===== src/rtl/rca_serial_add_ctrl_pkg.sv =====
// rca_serial_add_ctrl_pkg: shared state encodings and nibble width for the serial adder controller
package rca_serial_add_ctrl_pkg;
  localparam int NIBBLE_W = 4;
  typedef enum logic [1:0] {
    IDLE = 2'b00,
    RUN  = 2'b01,
    DONE = 2'b10
  } state_t;
endpackage


===== src/rtl/rca_serial_add_ctrl_if.sv =====
// rca_serial_add_ctrl_if: host-side request/result bundle of the serial adder controller
interface rca_serial_add_ctrl_if #(parameter int WIDTH = 16);
  logic             start;
  logic [WIDTH-1:0] in1;
  logic [WIDTH-1:0] in2;
  logic             cin;
  logic             busy;
  logic             done;
  logic [WIDTH-1:0] sum;
  logic             cout;
  logic             ovf;
  modport master (output start, in1, in2, cin, input busy, done, sum, cout, ovf);
  modport slave  (input start, in1, in2, cin, output busy, done, sum, cout, ovf);
endinterface


===== src/rtl/rca_serial_add_ctrl_rca_4bit.sv =====
// rca_4bit: 4-bit ripple-carry adder built from a chain of full adders
module rca_4bit (
  input  logic [3:0] in1,
  input  logic [3:0] in2,
  input  logic       cin,
  output logic [3:0] sum,
  output logic       cout
);
  logic [4:0] c;
  always_comb begin
    c[0] = cin;
    for (int i = 0; i < 4; i++) begin
      sum[i]   = in1[i] ^ in2[i] ^ c[i];
      c[i + 1] = (in1[i] & in2[i]) | (c[i] & (in1[i] ^ in2[i]));
    end
  end
  assign cout = c[4];
endmodule


===== src/rtl/rca_serial_add_ctrl.sv =====
// rca_serial_add_ctrl: WIDTH-bit add done one nibble per clock, LSB first, on a single shared rca_4bit
module rca_serial_add_ctrl
  import rca_serial_add_ctrl_pkg::*;
#(parameter int WIDTH = 16) (
  input logic clk,
  input logic rst_n,
  rca_serial_add_ctrl_if.slave bus
);
  localparam int NIB = WIDTH / NIBBLE_W;
  localparam int IW = $clog2(NIB);
  localparam logic [IW-1:0] LAST = IW'(NIB - 1);
  state_t state, state_d;
  logic [IW-1:0] idx, idx_d;
  logic [WIDTH-1:0] a, a_d, b, b_d, sum, sum_d;
  logic carry, carry_d, cout, cout_d, ovf, ovf_d, busy, busy_d, done, done_d;
  logic [NIBBLE_W-1:0] rs;
  logic rc;
  rca_4bit u_rca (
    .in1 (a[idx*NIBBLE_W +: NIBBLE_W]),
    .in2 (b[idx*NIBBLE_W +: NIBBLE_W]),
    .cin (carry),
    .sum (rs),
    .cout(rc)
  );
  always_ff @(posedge clk or negedge rst_n) begin
    if (!rst_n) begin
      state <= IDLE;
      idx   <= '0;
      a     <= '0;
      b     <= '0;
      carry <= 1'b0;
      sum   <= '0;
      cout  <= 1'b0;
      ovf   <= 1'b0;
      busy  <= 1'b0;
      done  <= 1'b0;
    end else begin
      state <= state_d;
      idx   <= idx_d;
      a     <= a_d;
      b     <= b_d;
      carry <= carry_d;
      sum   <= sum_d;
      cout  <= cout_d;
      ovf   <= ovf_d;
      busy  <= busy_d;
      done  <= done_d;
    end
  end
  // DONE accepts start just like IDLE so back-to-back adds have no gap
  always_comb begin
    state_d = state;
    idx_d   = idx;
    a_d     = a;
    b_d     = b;
    carry_d = carry;
    sum_d   = sum;
    cout_d  = cout;
    ovf_d   = ovf;
    busy_d  = 1'b0;
    done_d  = 1'b0;
    if ((state == IDLE || state == DONE) && bus.start) begin
      a_d     = bus.in1;
      b_d     = bus.in2;
      carry_d = bus.cin;
      idx_d   = '0;
      sum_d   = '0;
      cout_d  = 1'b0;
      ovf_d   = 1'b0;
      busy_d  = 1'b1;
      state_d = RUN;
    end else if (state == RUN) begin
      sum_d[idx*NIBBLE_W +: NIBBLE_W] = rs;
      carry_d = rc;
      idx_d   = (idx == LAST) ? '0 : idx + 1'b1;
      busy_d  = (idx != LAST);
      done_d  = (idx == LAST);
      state_d = (idx == LAST) ? DONE : RUN;
      cout_d  = (idx == LAST) ? rc : cout;
      ovf_d   = (idx == LAST) ? (a[WIDTH-1] == b[WIDTH-1]) && (rs[NIBBLE_W-1] != a[WIDTH-1]) : ovf;
    end else begin
      state_d = IDLE;
    end
  end
  assign bus.busy = busy;
  assign bus.done = done;
  assign bus.sum  = sum;
  assign bus.cout = cout;
  assign bus.ovf  = ovf;
endmodule


===== src/flat_wrapper.sv =====
// flat-port wrapper written by rule: the top's interface ports become plain ports
module rca_serial_add_ctrl_flat import rca_serial_add_ctrl_pkg::*;
#(parameter int WIDTH = 16)
  (clk, rst_n, bus_start, bus_in1, bus_in2, bus_cin, bus_busy, bus_done, bus_sum, bus_cout, bus_ovf);
  rca_serial_add_ctrl_if #(.WIDTH(WIDTH)) bus_i ();
  input logic clk;
  input logic rst_n;
  input wire logic [$bits(bus_i.start)-1:0] bus_start;
  input wire logic [$bits(bus_i.in1)-1:0] bus_in1;
  input wire logic [$bits(bus_i.in2)-1:0] bus_in2;
  input wire logic [$bits(bus_i.cin)-1:0] bus_cin;
  output wire logic [$bits(bus_i.busy)-1:0] bus_busy;
  output wire logic [$bits(bus_i.done)-1:0] bus_done;
  output wire logic [$bits(bus_i.sum)-1:0] bus_sum;
  output wire logic [$bits(bus_i.cout)-1:0] bus_cout;
  output wire logic [$bits(bus_i.ovf)-1:0] bus_ovf;
  assign bus_i.start = bus_start;
  assign bus_i.in1 = bus_in1;
  assign bus_i.in2 = bus_in2;
  assign bus_i.cin = bus_cin;
  assign bus_busy = bus_i.busy;
  assign bus_done = bus_i.done;
  assign bus_sum = bus_i.sum;
  assign bus_cout = bus_i.cout;
  assign bus_ovf = bus_i.ovf;
  rca_serial_add_ctrl #(.WIDTH(WIDTH)) u_core (.clk(clk), .rst_n(rst_n), .bus(bus_i));
endmodule

===== config.mk =====
export PLATFORM = sky130hd
export DESIGN_NAME = rca_serial_add_ctrl_flat
export DESIGN_NICKNAME = d
export VERILOG_FILES = /design/src/rtl/rca_serial_add_ctrl_pkg.sv /design/src/rtl/rca_serial_add_ctrl_if.sv /design/src/rtl/rca_serial_add_ctrl_rca_4bit.sv /design/src/rtl/rca_serial_add_ctrl.sv /design/src/flat_wrapper.sv
export SDC_FILE = /design/constraint.sdc
export NUM_CORES = 1
export LEC_CHECK = 0
export CAP_MARGIN = 20
export CORE_MARGIN = 8
export CORE_UTILIZATION = 40
export CTS_BUF_LIST = sky130_fd_sc_hd__clkbuf_16
export CTS_CLUSTER_SIZE = 28
export DETAILED_ROUTE_END_ITERATION = 10
export PLACE_DENSITY = 0.74
export SYNTH_ARGS = -nofsm -noshare
export SYNTH_HDL_FRONTEND = slang
export SYNTH_SLANG_ARGS = --single-unit

===== constraint.sdc =====
create_clock -name clk -period 3.1 [get_ports clk]
set_input_delay 0.62 -clock clk [delete_from_list [all_inputs] [get_ports clk]]
set_output_delay 0.62 -clock clk [all_outputs]
set_load 0.005 [all_outputs]

[Word-level counts from Yosys, hierarchy flattened]
Index checks and enable logic that the tools add are counted.
Word-level totals
  register bits after elaboration: 57
  word-level logic and storage cells: 70
Operators by class
  add/subtract/negate cells: 2
  equal/unequal tests: 6
  shift operators: 4
  muxes and demuxes: 21
  bitwise gates (word level): 20
  reduce and logical (&&, ||, !) cells: 7
Operator list (number)
  negation 4 -> 34 bit: 1
  variable shift 4 x 34 -> 16 bit (first input constant): 1
  variable part select 4 x 34 -> 16 bit: 1
  2-to-1 mux 16 bit: 2
  variable part select 16 x 5 -> 4 bit: 2
  bitwise mux 16 bit: 1
  2-to-1 mux 1 bit: 12
  2-to-1 mux 2 bit: 6
  bitwise AND 1 bit: 8
  bitwise XOR 1 bit: 8
  == test 2 bit (second input constant): 2
  OR 1 bit: 4
  nonzero test 2 bit: 2
  adder 2 x 1 -> 2 bit (second input constant): 1
  == test 2 x 1 -> 1 bit (second input constant): 1
  logical AND 1 bit: 2
  zero test 2 bit: 1
  != test 2 bit (second input constant): 1
  AND reduction 2 bit: 1
  == test 1 bit: 1
  logical OR 1 bit: 1
  != test 1 bit: 1

[Longest topological paths before layout]
  word-level depth: 14
  depth in mapped cells: 13

[By module]
A second synthesis with hierarchy kept.
Second synthesis, totals
  cells, all modules: 251
  area, all modules: 2615.0 um2
Modules (own cells, without submodules)
  rca_serial_add_ctrl: times used 1, cells each 237, area an instance 2497.4 um2
  rca_4bit: times used 1, cells each 14, area an instance 117.6 um2

[Worst setup path after synthesis]
No wires, ideal clock.
  path type: register -> register
  from: register u_core.idx[0]
  to: register u_core.ovf (netlist: u_core.bus.ovf)
  setup time: 126 ps
  arrival time: 2991 ps
  setup slack: -17 ps
  cell stages (with the launch flop): 14
  path buffers: 1
  cell sequence: dfrtp_1 buf_6 mux4_2 inv_1 fa_1 inv_1 fa_1 inv_1 fa_1 inv_1 fa_1 and3b_1 a211oi_1 nor3_1
Between the ends
  longest elaborated chain between the ends: 14
Ends and longest elaborated chain
  start: declaration: line rca_serial_add_ctrl.sv:13  | logic [IW-1:0] idx, idx_d;
  start signal: assignment: line rca_serial_add_ctrl.sv:39  | idx <= idx_d;
  variable part select 16 x 5 -> 4 bit (on tied branches): line rca_serial_add_ctrl.sv:19, rca_serial_add_ctrl.sv:20
  bitwise XOR 1 bit: line rca_serial_add_ctrl_rca_4bit.sv:14  | c[i + 1] = (in1[i] & in2[i]) | (c[i] & (in1[i] ^ in2[i]));
  bitwise AND 1 bit: line rca_serial_add_ctrl_rca_4bit.sv:14
  OR 1 bit: line rca_serial_add_ctrl_rca_4bit.sv:14
  bitwise AND 1 bit: line rca_serial_add_ctrl_rca_4bit.sv:14
  OR 1 bit: line rca_serial_add_ctrl_rca_4bit.sv:14
  bitwise AND 1 bit: line rca_serial_add_ctrl_rca_4bit.sv:14
  OR 1 bit: line rca_serial_add_ctrl_rca_4bit.sv:14
  bitwise XOR 1 bit: line rca_serial_add_ctrl_rca_4bit.sv:13  | sum[i] = in1[i] ^ in2[i] ^ c[i];
  != test 1 bit: line rca_serial_add_ctrl.sv:80  | ovf_d = (idx == LAST) ? (a[WIDTH-1] == b[WIDTH-1]) && (rs[NIBBLE_W-1] != a[WIDTH-1]) : ovf;
  logical AND 1 bit: line rca_serial_add_ctrl.sv:80
  2-to-1 mux 1 bit: line rca_serial_add_ctrl.sv:80
  2-to-1 mux 1 bit: line rca_serial_add_ctrl.sv:72  | end else if (state == RUN) begin
  2-to-1 mux 1 bit: line rca_serial_add_ctrl.sv:62  | if ((state == IDLE || state == DONE) && bus.start) begin
  end signal: assignment: line rca_serial_add_ctrl.sv:45  | ovf <= ovf_d;
  end: declaration: line rca_serial_add_ctrl.sv:15  | logic carry, carry_d, cout, cout_d, ovf, ovf_d, busy, busy_d, done, done_d;
Parallel ways exist; a longest one is shown, timed or not. The select of a mux whose other input is x is not followed.
A chain may end at the register's enable or synchronous reset.

[Worst setup path after layout]
Ends and elaborated chain as after synthesis.

==> flow_summary_export.csv <==
group,metric,value,unit
place,dpl.hpwl,4507,um
floorplan,die-width,96,um
route,drt-initial-drc-count,160,
power_and_ir_drop,total_power,3.632,mW
timing,final-hold-violation-count,0,
worst_setup_path,startpoint_type,"flip-flop",
worst_setup_path,arrival,3.16,ns
clock_tree,cts_max_level,2,
worst_setup_path,reg2reg_slack,0.12,ns
power_and_ir_drop,swShare,0.3935,
logic_synthesis,yosys.area.top_type_share,0.5376,
logic_synthesis,ys_types,34,
place,place_inst,377,
worst_setup_path,r2r-start,"u_core.idx[0]",
clock_tree,cts_buffer_depth,2,
clock_tree,clk_pin_slew,0.07,ns
floorplan,io_pins,56,
logic_synthesis,syn_inst,249,
route,ant_nets,0,
timing,setup_viol,0,
timing,rsz0062_at_grt,"false",
worst_setup_path,path_max_fanout,4,
place,gp_congestion,0.7889,
logic_synthesis,syn-num-nets,295,
timing,fin_crit,2.980,ns
route,wl_per_cell,15.50,um
power_and_ir_drop,power_density,1076,mW/mm^2
timing,fin_setup_tns,0,ns
grt,grt_pass1_wl,10200,um
layout,antennaDiodeCount,0,
worst_setup_path,slowest_delay,0.52,ns
worst_setup_path,worstRegToRegCells,12,
worst_setup_path,cp.required,3.28,ns
route,vias,1979,
logic_synthesis,synth_seq_cells,55,
logic_synthesis,synthTopCellsByArea,"dfrtp_1 54%, nand2_1 14%, mux4_2 7.0%, fa_1 3.1%, ha_1 2.9%",
power_and_ir_drop,vdd.ir_drop.worst,552.0,uV
worst_setup_path,cp_top_family,"adder cells",
timing,worst_slew_pin_slew,0.7806,ns
status,outcome,"finished, final reports clean",
power_and_ir_drop,comb_power_share,0.496,
floorplan,initial_core_util,0.4078,
worst_setup_path,reg2reg_to,"u_core.bus.ovf",
route,vias_per_cell,5.140,
clock_tree,cts_hold_buf,0,
worst_setup_path,critPathBufInv,4,
layout,syn2layout_area_growth,31.87,%
floorplan,num_rows,29,
clock_tree,tritoncts,"done",
power_and_ir_drop,p_int,2.203,mW
clock_tree,cts_made_buffers,5,
power_and_ir_drop,seq_power_share,0.346,
power_and_ir_drop,switchingPower,1.429,mW
route,drc,0,
hold_path,hold_path_class,"in2async",
logic_synthesis,synth-seq-area-share,0.5376,
logic_synthesis,yosysWarningCount,0,
clock_tree,cts.sinks,55,
floorplan,dieHeight,96,um
timing,slew_violations,0,
grt,grt_pass1_vias,2008,
layout,layoutNonFillerInstCount,385,
power_and_ir_drop,power.share.clock,0.158,
grt,antenna_found_initial,0,
job,cap_violations,0,
clock_tree,cts_root_buf,"clkbuf_16",
worst_setup_path,crit_slowest_cell,"mux4_2",
place,portBuffers,55,
grt,overflow,0,
logic_synthesis,synthesis.area,0.002560,mm^2
clock_tree,clk_latency,0.30,ns
route,firstDrtPassIters,4,
logic_synthesis,synth_area_leader_cell,"dfrtp_1",
timing,max-slew-margin-rel,0.4796,
layout,nets,353,
floorplan,design.core.area,0.006277,mm^2
logic_synthesis,syn_area_per_cell,10.28,um^2
route,wl,5969,um
timing,finClkSkew,0.007910,ns
timing,fin_crit_sh,0.9614,
floorplan,dieArea,0.009216,mm^2
layout,utilization,0.5378,
worst_setup_path,crit_path_cell_trace,"mux4_2 > inv_1 > fa_1 > inv_1 > fa_1 > inv_1 > fa_1 > inv_1 > fa_1 > and3b_1 > a211oi_2 > nor3_1",
layout,drive_above_1_share,0.1006,
worst_setup_path,cp-end-kind,"flip-flop",
timing,max_freq,0.3355,GHz
grt,grt_max_degree,44,
grt,grtUsageTotal,0.1419,
worst_setup_path,path_class,"reg2reg",
power_and_ir_drop,total_leakage_power,1.607,nW
## sequential cells by signal, indices dropped and copies added (netlist names)
| name | flops |
|---|---|
| u_core.a | 16 |
| u_core.b | 16 |
| u_core.bus.busy | 1 |
| u_core.bus.cout | 1 |
| u_core.bus.done | 1 |
| u_core.bus.ovf | 1 |
| u_core.bus.sum | 16 |
| u_core.carry | 1 |
| u_core.idx | 2 |
## layout make-up
type | instances | area [um^2]
clock buffers | 5 | 125.1
clock inverters | 3 | 28.78
fillers | 537 | 2902
inverters | 12 | 45.04
multi-input cells | 170 | 1085
flip-flops and latches | 55 | 1378
well taps | 77 | 96.34
repair buffers | 63 | 618.1
## power by group through the flow
stage               registers, mW  logic [mW]  clock network (mW)
finish                       1.26        1.80               0.573
global route                 1.30        2.01               0.614
CTS                          1.26        1.81               0.588
detailed placement           1.26        1.78                   0
global placement             1.25        1.74                   0
floorplan                    1.20        1.13                   0
## what timing repair did
item / in CTS / in global routing
gates resized for setup: 0 / 1
setup endpoints to repair: 0 / 1
buffers inserted: 0 / 0
## per-layer routing
| metal | share of wire | global-route usage | up-vias |
|---|---|---|---|
| met3 | 0.073 | 0.04212 | 8 |
| li1 | - | - | 944 |
| met5 | 0 | 0 | - |
| met1 | 0.44 | 0.1882 | 957 |
| met2 | 0.48 | 0.2208 | 70 |
| met4 | 0.014 | 0.03841 | 0 |
## per-stage QoR
step	setup slack [ns]	hold slack, ns	area, um^2
2_1_floorplan	0.04364	0.3244	2561
3_3_place_gp	0.2111	0.4531	3217
3_5_place_dp	0.1588	0.4599	3217
4_1_cts	0.08784	0.4364	3371
5_1_grt	0.01968	0.4638	3376
6_report	0.1195	0.4046	3376
## cell usage in the layout (no fill, tap or decap), types with 2 or more instances in the layout
cell and n:
nand2_1 98, clkinv_4 2, ha_1 6, fa_1 4, dfrtp_1 54, mux4_2 8
o2bb2ai_1 4, buf_4 7, a21oi_1 4, clkbuf_16 5, or4b_4 2, clkdlybuf4s50_1 54
a22o_1 4, nand3b_1 3, o21ai_0 5, o31ai_1 2, o21ai_1 3, nor3_1 2
nor2b_1 2, inv_1 12, nand3_1 10
## worst reg2reg max path: cells and delay by family, from the launching register on
| kind | cells | cell delay [ns] |
|---|---|---|
| buffers and inverters | 4 | 0.27 |
| AO/OA/AOI/OAI | 1 | 0.19 |
| adder cells (fa/ha/maj) | 4 | 1.21 |
| AND/OR/NAND/NOR | 2 | 0.26 |
| multiplexers | 1 | 0.52 |
| flip-flops | 1 | 0.42 |
## cell usage after synthesis (all sizes together)
cell / number
o21ai: 8
a211oi: 1
and4b: 1
nor2: 1
buf: 8
ha: 6
nand4: 1
a22o: 4
dfrtp: 55
nand3: 10
inv: 12
or4b: 2
a221o: 1
fa: 4
nand4b: 1
nand2b: 1
mux4: 8
nand2: 98
a21oi: 4
nand3b: 4
nor4b: 1
nor2b: 2
clkbuf: 4
and3b: 1
nor3: 2
or2b: 1
o2bb2ai: 4
o31ai: 3
and2b: 1
## cell families after synthesis
family	synth area share
fa+ha+maj	0.06061
buf+inv	0.04056
flops	0.5376
compound gates	0.06842
mux	0.07038
simple gates	0.2224
## worst max path at each step
stage,startpoint,end,slack [ns],depth (start not counted)
after global placement,u_core.idx[0],u_core.bus.ovf,0.21,12
after floorplan,u_core.idx[0],u_core.bus.ovf,0.04,13
after CTS,u_core.idx[0],u_core.bus.ovf,0.09,12
after global routing,u_core.idx[0],u_core.bus.ovf,0.02,12
final,u_core.idx[0],u_core.bus.ovf,0.12,12
after detailed placement,u_core.idx[0],u_core.bus.ovf,0.16,12
Note: power is estimated with default switching activity, not from simulation.
